`config.mk`:
```
export PLATFORM = sky130hd
export DESIGN_NAME = lfsr_tx_seq
export DESIGN_NICKNAME = d
export VERILOG_FILES = /design/src/rtl/lfsr_pkg.sv /design/src/rtl/lfsr_tx_fifo.sv /design/src/rtl/lfsr_tx_seq.sv
export SDC_FILE = /design/constraint.sdc
export NUM_CORES = 1
export LEC_CHECK = 0
export CAP_MARGIN = 20
export CORE_MARGIN = 5
export CORE_UTILIZATION = 59
export CTS_BUF_LIST = sky130_fd_sc_hd__clkbuf_16
export CTS_CLUSTER_DIAMETER = 80
export DETAILED_ROUTE_END_ITERATION = 8
export HOLD_SLACK_MARGIN = 0.08
export PLACE_DENSITY_LB_ADDON = 0.2
export SETUP_SLACK_MARGIN = 0.2
export SYNTH_ARGS = -nofsm -noshare
export SYNTH_HDL_FRONTEND = slang
export SYNTH_SLANG_ARGS = --single-unit
```
`constraint.sdc`:
```
create_clock -name clk -period 6.2 [get_ports clk]
set_input_delay 1.55 -clock clk [delete_from_list [all_inputs] [get_ports clk]]
set_output_delay 1.55 -clock clk [all_outputs]
set_load 0.05 [all_outputs]
```
`src/rtl/lfsr_pkg.sv`:
```
// Shared types and constants for the lfsr transmit sequencer.
// Holds data widths, the sequencer FSM state type and the default start length.
package lfsr_pkg;

  localparam int BYTE_W           = 8;
  localparam int KEY_W            = 8;
  localparam int TAP_W            = 3;
  localparam int START_CYCLES_DEF = 2;

  typedef enum logic [1:0] {
    IDLE  = 2'd0,
    START = 2'd1,
    SEND  = 2'd2,
    FIN   = 2'd3
  } state_e;

endpackage

```
`src/rtl/lfsr_tx_fifo.sv`:
```
// Small synchronous byte FIFO feeding the lfsr transmit sequencer.
// Pushes into a full FIFO are dropped; flush empties it and beats a same-cycle push.
// The head is read combinationally so the sequencer can register it straight into in_byte.
module lfsr_tx_fifo
  import lfsr_pkg::*;
#(
  parameter int DEPTH = 8,
  parameter int AW    = 3
) (
  input  logic              clk,
  input  logic              reset,
  input  logic              push,
  input  logic [BYTE_W-1:0] din,
  input  logic              pop,
  input  logic              flush,
  output logic [BYTE_W-1:0] dout,
  output logic              full,
  output logic              empty,
  output logic [AW:0]       count
);

  logic [BYTE_W-1:0] mem_q [DEPTH];
  logic [AW-1:0]     wr_ptr_q, wr_ptr_d;
  logic [AW-1:0]     rd_ptr_q, rd_ptr_d;
  logic [AW:0]       count_q, count_d;
  logic              full_q, full_d;
  logic              empty_q, empty_d;
  logic              push_ok;
  logic              pop_ok;

  assign push_ok = push && !full_q && !flush;
  assign pop_ok  = pop && !empty_q && !flush;

  // Next pointers and occupancy; flags are derived from the next count so they stay registered.
  always_comb begin
    wr_ptr_d = wr_ptr_q;
    rd_ptr_d = rd_ptr_q;
    count_d  = count_q;
    if (flush) begin
      wr_ptr_d = '0;
      rd_ptr_d = '0;
      count_d  = '0;
    end else begin
      if (push_ok) wr_ptr_d = wr_ptr_q + AW'(1);
      if (pop_ok)  rd_ptr_d = rd_ptr_q + AW'(1);
      if (push_ok && !pop_ok)      count_d = count_q + (AW+1)'(1);
      else if (pop_ok && !push_ok) count_d = count_q - (AW+1)'(1);
    end
    full_d  = (count_d == (AW+1)'(DEPTH));
    empty_d = (count_d == '0);
  end

  // Pointer, count and flag registers.
  always_ff @(posedge clk) begin
    if (reset) begin
      wr_ptr_q <= '0;
      rd_ptr_q <= '0;
      count_q  <= '0;
      full_q   <= 1'b0;
      empty_q  <= 1'b1;
    end else begin
      wr_ptr_q <= wr_ptr_d;
      rd_ptr_q <= rd_ptr_d;
      count_q  <= count_d;
      full_q   <= full_d;
      empty_q  <= empty_d;
    end
  end

  // Storage array; no reset needed since reads are gated by occupancy.
  always_ff @(posedge clk) begin
    if (push_ok) mem_q[wr_ptr_q] <= din;
  end

  assign dout  = mem_q[rd_ptr_q];
  assign full  = full_q;
  assign empty = empty_q;
  assign count = count_q;

endmodule

```
`src/rtl/lfsr_tx_seq.sv`:
```
// Upstream sequencer for the lfsr encryptor: buffers host bytes, then on go
// latches key/tap, holds start for START_CYCLES cycles and streams bytes on in_byte/in_en.
// Abort pulses stop and flushes the buffer. All outputs are registered.
// Optional feature macro: LFSR_TX_OVF_EN adds a sticky ovf output for dropped writes.
module lfsr_tx_seq
  import lfsr_pkg::*;
#(
  parameter int DEPTH        = 8,
  parameter int AW           = 3,
  parameter int START_CYCLES = START_CYCLES_DEF
) (
  input  logic              clk,
  input  logic              reset,
  input  logic [BYTE_W-1:0] wr_byte,
  input  logic              wr_en,
  output logic              full,
  output logic [AW:0]       count,
  input  logic [KEY_W-1:0]  cfg_key,
  input  logic [TAP_W-1:0]  cfg_tap,
  input  logic              go,
  input  logic              abort,
  output logic              busy,
  output logic              done,
  output logic [KEY_W-1:0]  key,
  output logic [TAP_W-1:0]  tap,
  output logic              start,
  output logic              stop,
  output logic [BYTE_W-1:0] in_byte,
  output logic              in_en
`ifdef LFSR_TX_OVF_EN
  ,output logic             ovf
`endif
);

  localparam int CW = (START_CYCLES > 1) ? $clog2(START_CYCLES) : 1;

  state_e            state_q, state_d;
  logic [CW-1:0]     cnt_q, cnt_d;
  logic [KEY_W-1:0]  key_q, key_d;
  logic [TAP_W-1:0]  tap_q, tap_d;
  logic              start_q, start_d;
  logic              stop_q, stop_d;
  logic [BYTE_W-1:0] in_byte_q, in_byte_d;
  logic              in_en_q, in_en_d;
  logic              done_q, done_d;
  logic              busy_q, busy_d;

  logic              fifo_pop;
  logic              fifo_flush;
  logic [BYTE_W-1:0] fifo_dout;
  logic              fifo_full;
  logic              fifo_empty;

  lfsr_tx_fifo #(
    .DEPTH (DEPTH),
    .AW    (AW)
  ) u_fifo (
    .clk   (clk),
    .reset (reset),
    .push  (wr_en),
    .din   (wr_byte),
    .pop   (fifo_pop),
    .flush (fifo_flush),
    .dout  (fifo_dout),
    .full  (fifo_full),
    .empty (fifo_empty),
    .count (count)
  );

  // Next state and next registered outputs; the last start cycle already pops byte 0.
  always_comb begin
    state_d    = state_q;
    cnt_d      = cnt_q;
    key_d      = key_q;
    tap_d      = tap_q;
    start_d    = 1'b0;
    stop_d     = 1'b0;
    in_byte_d  = '0;
    in_en_d    = 1'b0;
    done_d     = 1'b0;
    fifo_pop   = 1'b0;
    fifo_flush = 1'b0;
    case (state_q)
      IDLE: begin
        if (go) begin
          if (!fifo_empty) begin
            state_d = START;
            key_d   = cfg_key;
            tap_d   = cfg_tap;
            start_d = 1'b1;
            cnt_d   = CW'(START_CYCLES - 1);
          end else begin
            state_d = FIN;
            done_d  = 1'b1;
          end
        end
      end
      START: begin
        if (abort) begin
          stop_d     = 1'b1;
          fifo_flush = 1'b1;
          state_d    = IDLE;
        end else if (cnt_q != '0) begin
          cnt_d   = cnt_q - CW'(1);
          start_d = 1'b1;
        end else begin
          state_d = SEND;
          if (!fifo_empty) begin
            fifo_pop  = 1'b1;
            in_en_d   = 1'b1;
            in_byte_d = fifo_dout;
          end
        end
      end
      SEND: begin
        if (abort) begin
          stop_d     = 1'b1;
          fifo_flush = 1'b1;
          state_d    = IDLE;
        end else if (!fifo_empty) begin
          fifo_pop  = 1'b1;
          in_en_d   = 1'b1;
          in_byte_d = fifo_dout;
        end else begin
          state_d = FIN;
          done_d  = 1'b1;
        end
      end
      FIN: begin
        state_d = IDLE;
      end
      default: begin
        state_d = IDLE;
      end
    endcase
    busy_d = (state_d != IDLE);
  end

  // State, counter, key/tap latches and output registers.
  always_ff @(posedge clk) begin
    if (reset) begin
      state_q   <= IDLE;
      cnt_q     <= '0;
      key_q     <= '0;
      tap_q     <= '0;
      start_q   <= 1'b0;
      stop_q    <= 1'b0;
      in_byte_q <= '0;
      in_en_q   <= 1'b0;
      done_q    <= 1'b0;
      busy_q    <= 1'b0;
    end else begin
      state_q   <= state_d;
      cnt_q     <= cnt_d;
      key_q     <= key_d;
      tap_q     <= tap_d;
      start_q   <= start_d;
      stop_q    <= stop_d;
      in_byte_q <= in_byte_d;
      in_en_q   <= in_en_d;
      done_q    <= done_d;
      busy_q    <= busy_d;
    end
  end

  assign full    = fifo_full;
  assign busy    = busy_q;
  assign done    = done_q;
  assign key     = key_q;
  assign tap     = tap_q;
  assign start   = start_q;
  assign stop    = stop_q;
  assign in_byte = in_byte_q;
  assign in_en   = in_en_q;

`ifdef LFSR_TX_OVF_EN
  logic ovf_q, ovf_d;

  // Sticky overflow: a dropped write sets it, an accepted go clears it.
  always_comb begin
    ovf_d = ovf_q;
    if (wr_en && fifo_full)        ovf_d = 1'b1;
    else if (state_q == IDLE && go) ovf_d = 1'b0;
  end

  // Overflow flag register.
  always_ff @(posedge clk) begin
    if (reset) ovf_q <= 1'b0;
    else       ovf_q <= ovf_d;
  end

  assign ovf = ovf_q;
`endif

endmodule

```
==> results.cfg <==
[clock_tree]
cts_buffer_depth = 2
clock-sinks = 106
htree_levels = 3
clkTransAtPathRegs_ps = 70
cts_root_buf = clkbuf_16
cts_hold_buf = 0
cts_resized = 0
post_cts_buffers = 0
cts_buffers = 9
cts_tree = done
clock_latency_ps = 340

[timing]
fin_crit_ps = 3430
fin_skew_ps = 7.41
final.setup.tns_ps = 0
period_share_pct = 55.4
fmax_mhz = 291
rsz0062_at_grt = no
fin_ws_ps = 2770
slew-limit-headroom_pct = 46.1
tightest_slew_ps = 807
drv_slew = 0
holdWs_ps = 454
hold_viol_final = 0
setup_viol = 0

[critical_path]
ff2ff_path_depth = 6
endpoint_kind = register
crit_required_ps = 6170
cp.arrival_ps = 3400
worstSetupPathType = primary input to register
crit_fanout = 8
start_kind = primary input

[placed_design]
dp.cells = 433
dp_hpwl_um = 5220
pre_cts_ws_ps = 2130
place.gp.congestion = 0.857
numPortBuffers = 52
placed_area_um2 = 4720

[finish]
post-route-cell-area_um2 = 5090
antenna_cells = 0
fillCellCount = 438
layout_common_cells = edfxtp_1, clkdlybuf4s50_1, dfxtp_1, nand2_1, nor2_1
fin_util_pct = 74.9
layout-drive-gt1-share_pct = 12.6
syn2layout_area_growth_pct = 23.5
final_common_cell = edfxtp_1
nNetsFinal = 383
stdcell_count = 453

[power_and_ir_drop]
p_per_area_nw_per_um2 = 372
irDropWorstVdd_uv = 212
power_leakage_nw = 1.76
fin_total_pwr_mw = 1.89

[floorplanning]
core_area_um2 = 6790
dieArea_um2 = 8760
die_h_um = 93.6
num_rows = 30
io-pin-count = 53
start_util_pct = 60.7
fp.dieW_um = 93.6

[global_routing]
antenna_found_initial = 0
grt.overflow.total = 0
grt_pass1_wl_um = 12500
grt_use_total_pct = 19.3
grt_pass1_vias = 2390
grt_max_degree = 21

[synth]
ys_types = 42
synthFlopType = edfxtp_1
ys_seq_elements = 106
syn_nets = 326
synth_warnings = 0
synthArstFlopShare_pct = 0
ys_seq_area_share_pct = 67.0
synth_cells = 295
synth_edf_count = 64
synth.avg_cell_area_um2 = 14.0
syn_area_um2 = 4120

[drt]
finalWirelength_um = 7930
vias_per_cell = 5.44
drc = 0
drtIter0Drc = 118
avgRoutedWirePerCell_um = 17.5
antenna_left = 0
dr.pass1.iters = 4
vias = 2466

[outcome]
outcome = finished, final reports clean

[min_path]
holdPathStages = 2
min_path_type = register to register

[job]
cap_violations = 0
-- registers in the layout, summed over array words and instances (netlist names), 2 cells and up, named ones only --
signal           cells
u_fifo.mem_q        64
in_byte              8
key                  8
u_fifo.count         4
tap                  3
u_fifo.rd_ptr_q      3
u_fifo.wr_ptr_q      3
state_q              2
-- layout make-up --
type	count	area, um2	share of cell area (%)
clock inverters	7	101	1.99
inverters	10	37.5	0.737
multi-input cells	167	1260	24.8
flip-flops and latches	106	2760	54.3
clock buffers	9	225	4.42
well taps	96	120	2.36
repair buffers	58	581	11.4
-- final timing paths --
path / start / end / slack (ps)
max reg2reg: state_q[1] / u_fifo.mem_q[6][3] / 3710
min: tap[0] / tap[0] / 450
min reg2reg: tap[0] / tap[0] / 450
max: abort / u_fifo.mem_q[6][3] / 2770
-- worst max-delay path, cell delays in order --
cell	delay [ps]
clkdlybuf4s50_1	540
and2_2	280
nor2_1	290
nand2_1	160
nor2_1	580
-- layer usage --
layer | vias up | GRT usage [%] | wire (um)
met3 | 8 | 4.91 | 541
met4 | 0 | 6.14 | 78
li1 | 1187 | - | -
met1 | 1197 | 27.7 | 3370
met2 | 74 | 29.1 | 3940
met5 | - | 0 | 0
-- cell usage after synthesis, types with 2 or more instances --
| cell type | instances | area (um2) |
|---|---|---|
| edfxtp_1 | 64 | 1920 |
| dfxtp_1 | 42 | 841 |
| nand2_1 | 37 | 139 |
| nor2_1 | 29 | 109 |
| a21oi_1 | 18 | 90.1 |
| mux4_2 | 16 | 360 |
| mux2i_1 | 12 | 120 |
| inv_1 | 10 | 37.5 |
| ha_1 | 7 | 87.6 |
| nor3_1 | 7 | 35.0 |
| clkbuf_1 | 5 | 18.8 |
| o21ai_0 | 5 | 25.0 |
| nand2b_1 | 4 | 25.0 |
| a211oi_1 | 3 | 22.5 |
| buf_1 | 3 | 11.3 |
| nand3_1 | 3 | 15.0 |
| xnor2_1 | 3 | 26.3 |
| buf_2 | 2 | 10.0 |
| xor2_1 | 2 | 17.5 |
-- report_power, final --
group          internal, mW  leakage [nW]  switching (mW)
clock                 0.359         0.164           0.248
sequential            0.814         0.921          0.0460
combinational         0.168         0.672           0.259
-- cells by family (layout without fill, tap and decap cells) --
logic type / Yosys count / count (layout) / synth area share (%)
AOI/OAI and AO/OA: 34 / 34 / 5.43
xor gates and xnor gates: 5 / 5 / 1.06
adders and majority gates: 7 / 7 / 2.12
buffers and inverters: 22 / 84 / 2.34
DFF: 106 / 106 / 67.0
muxes: 29 / 29 / 11.9
and+or+nand+nor: 92 / 92 / 10.1
Power figures use the tool's default switching activity.
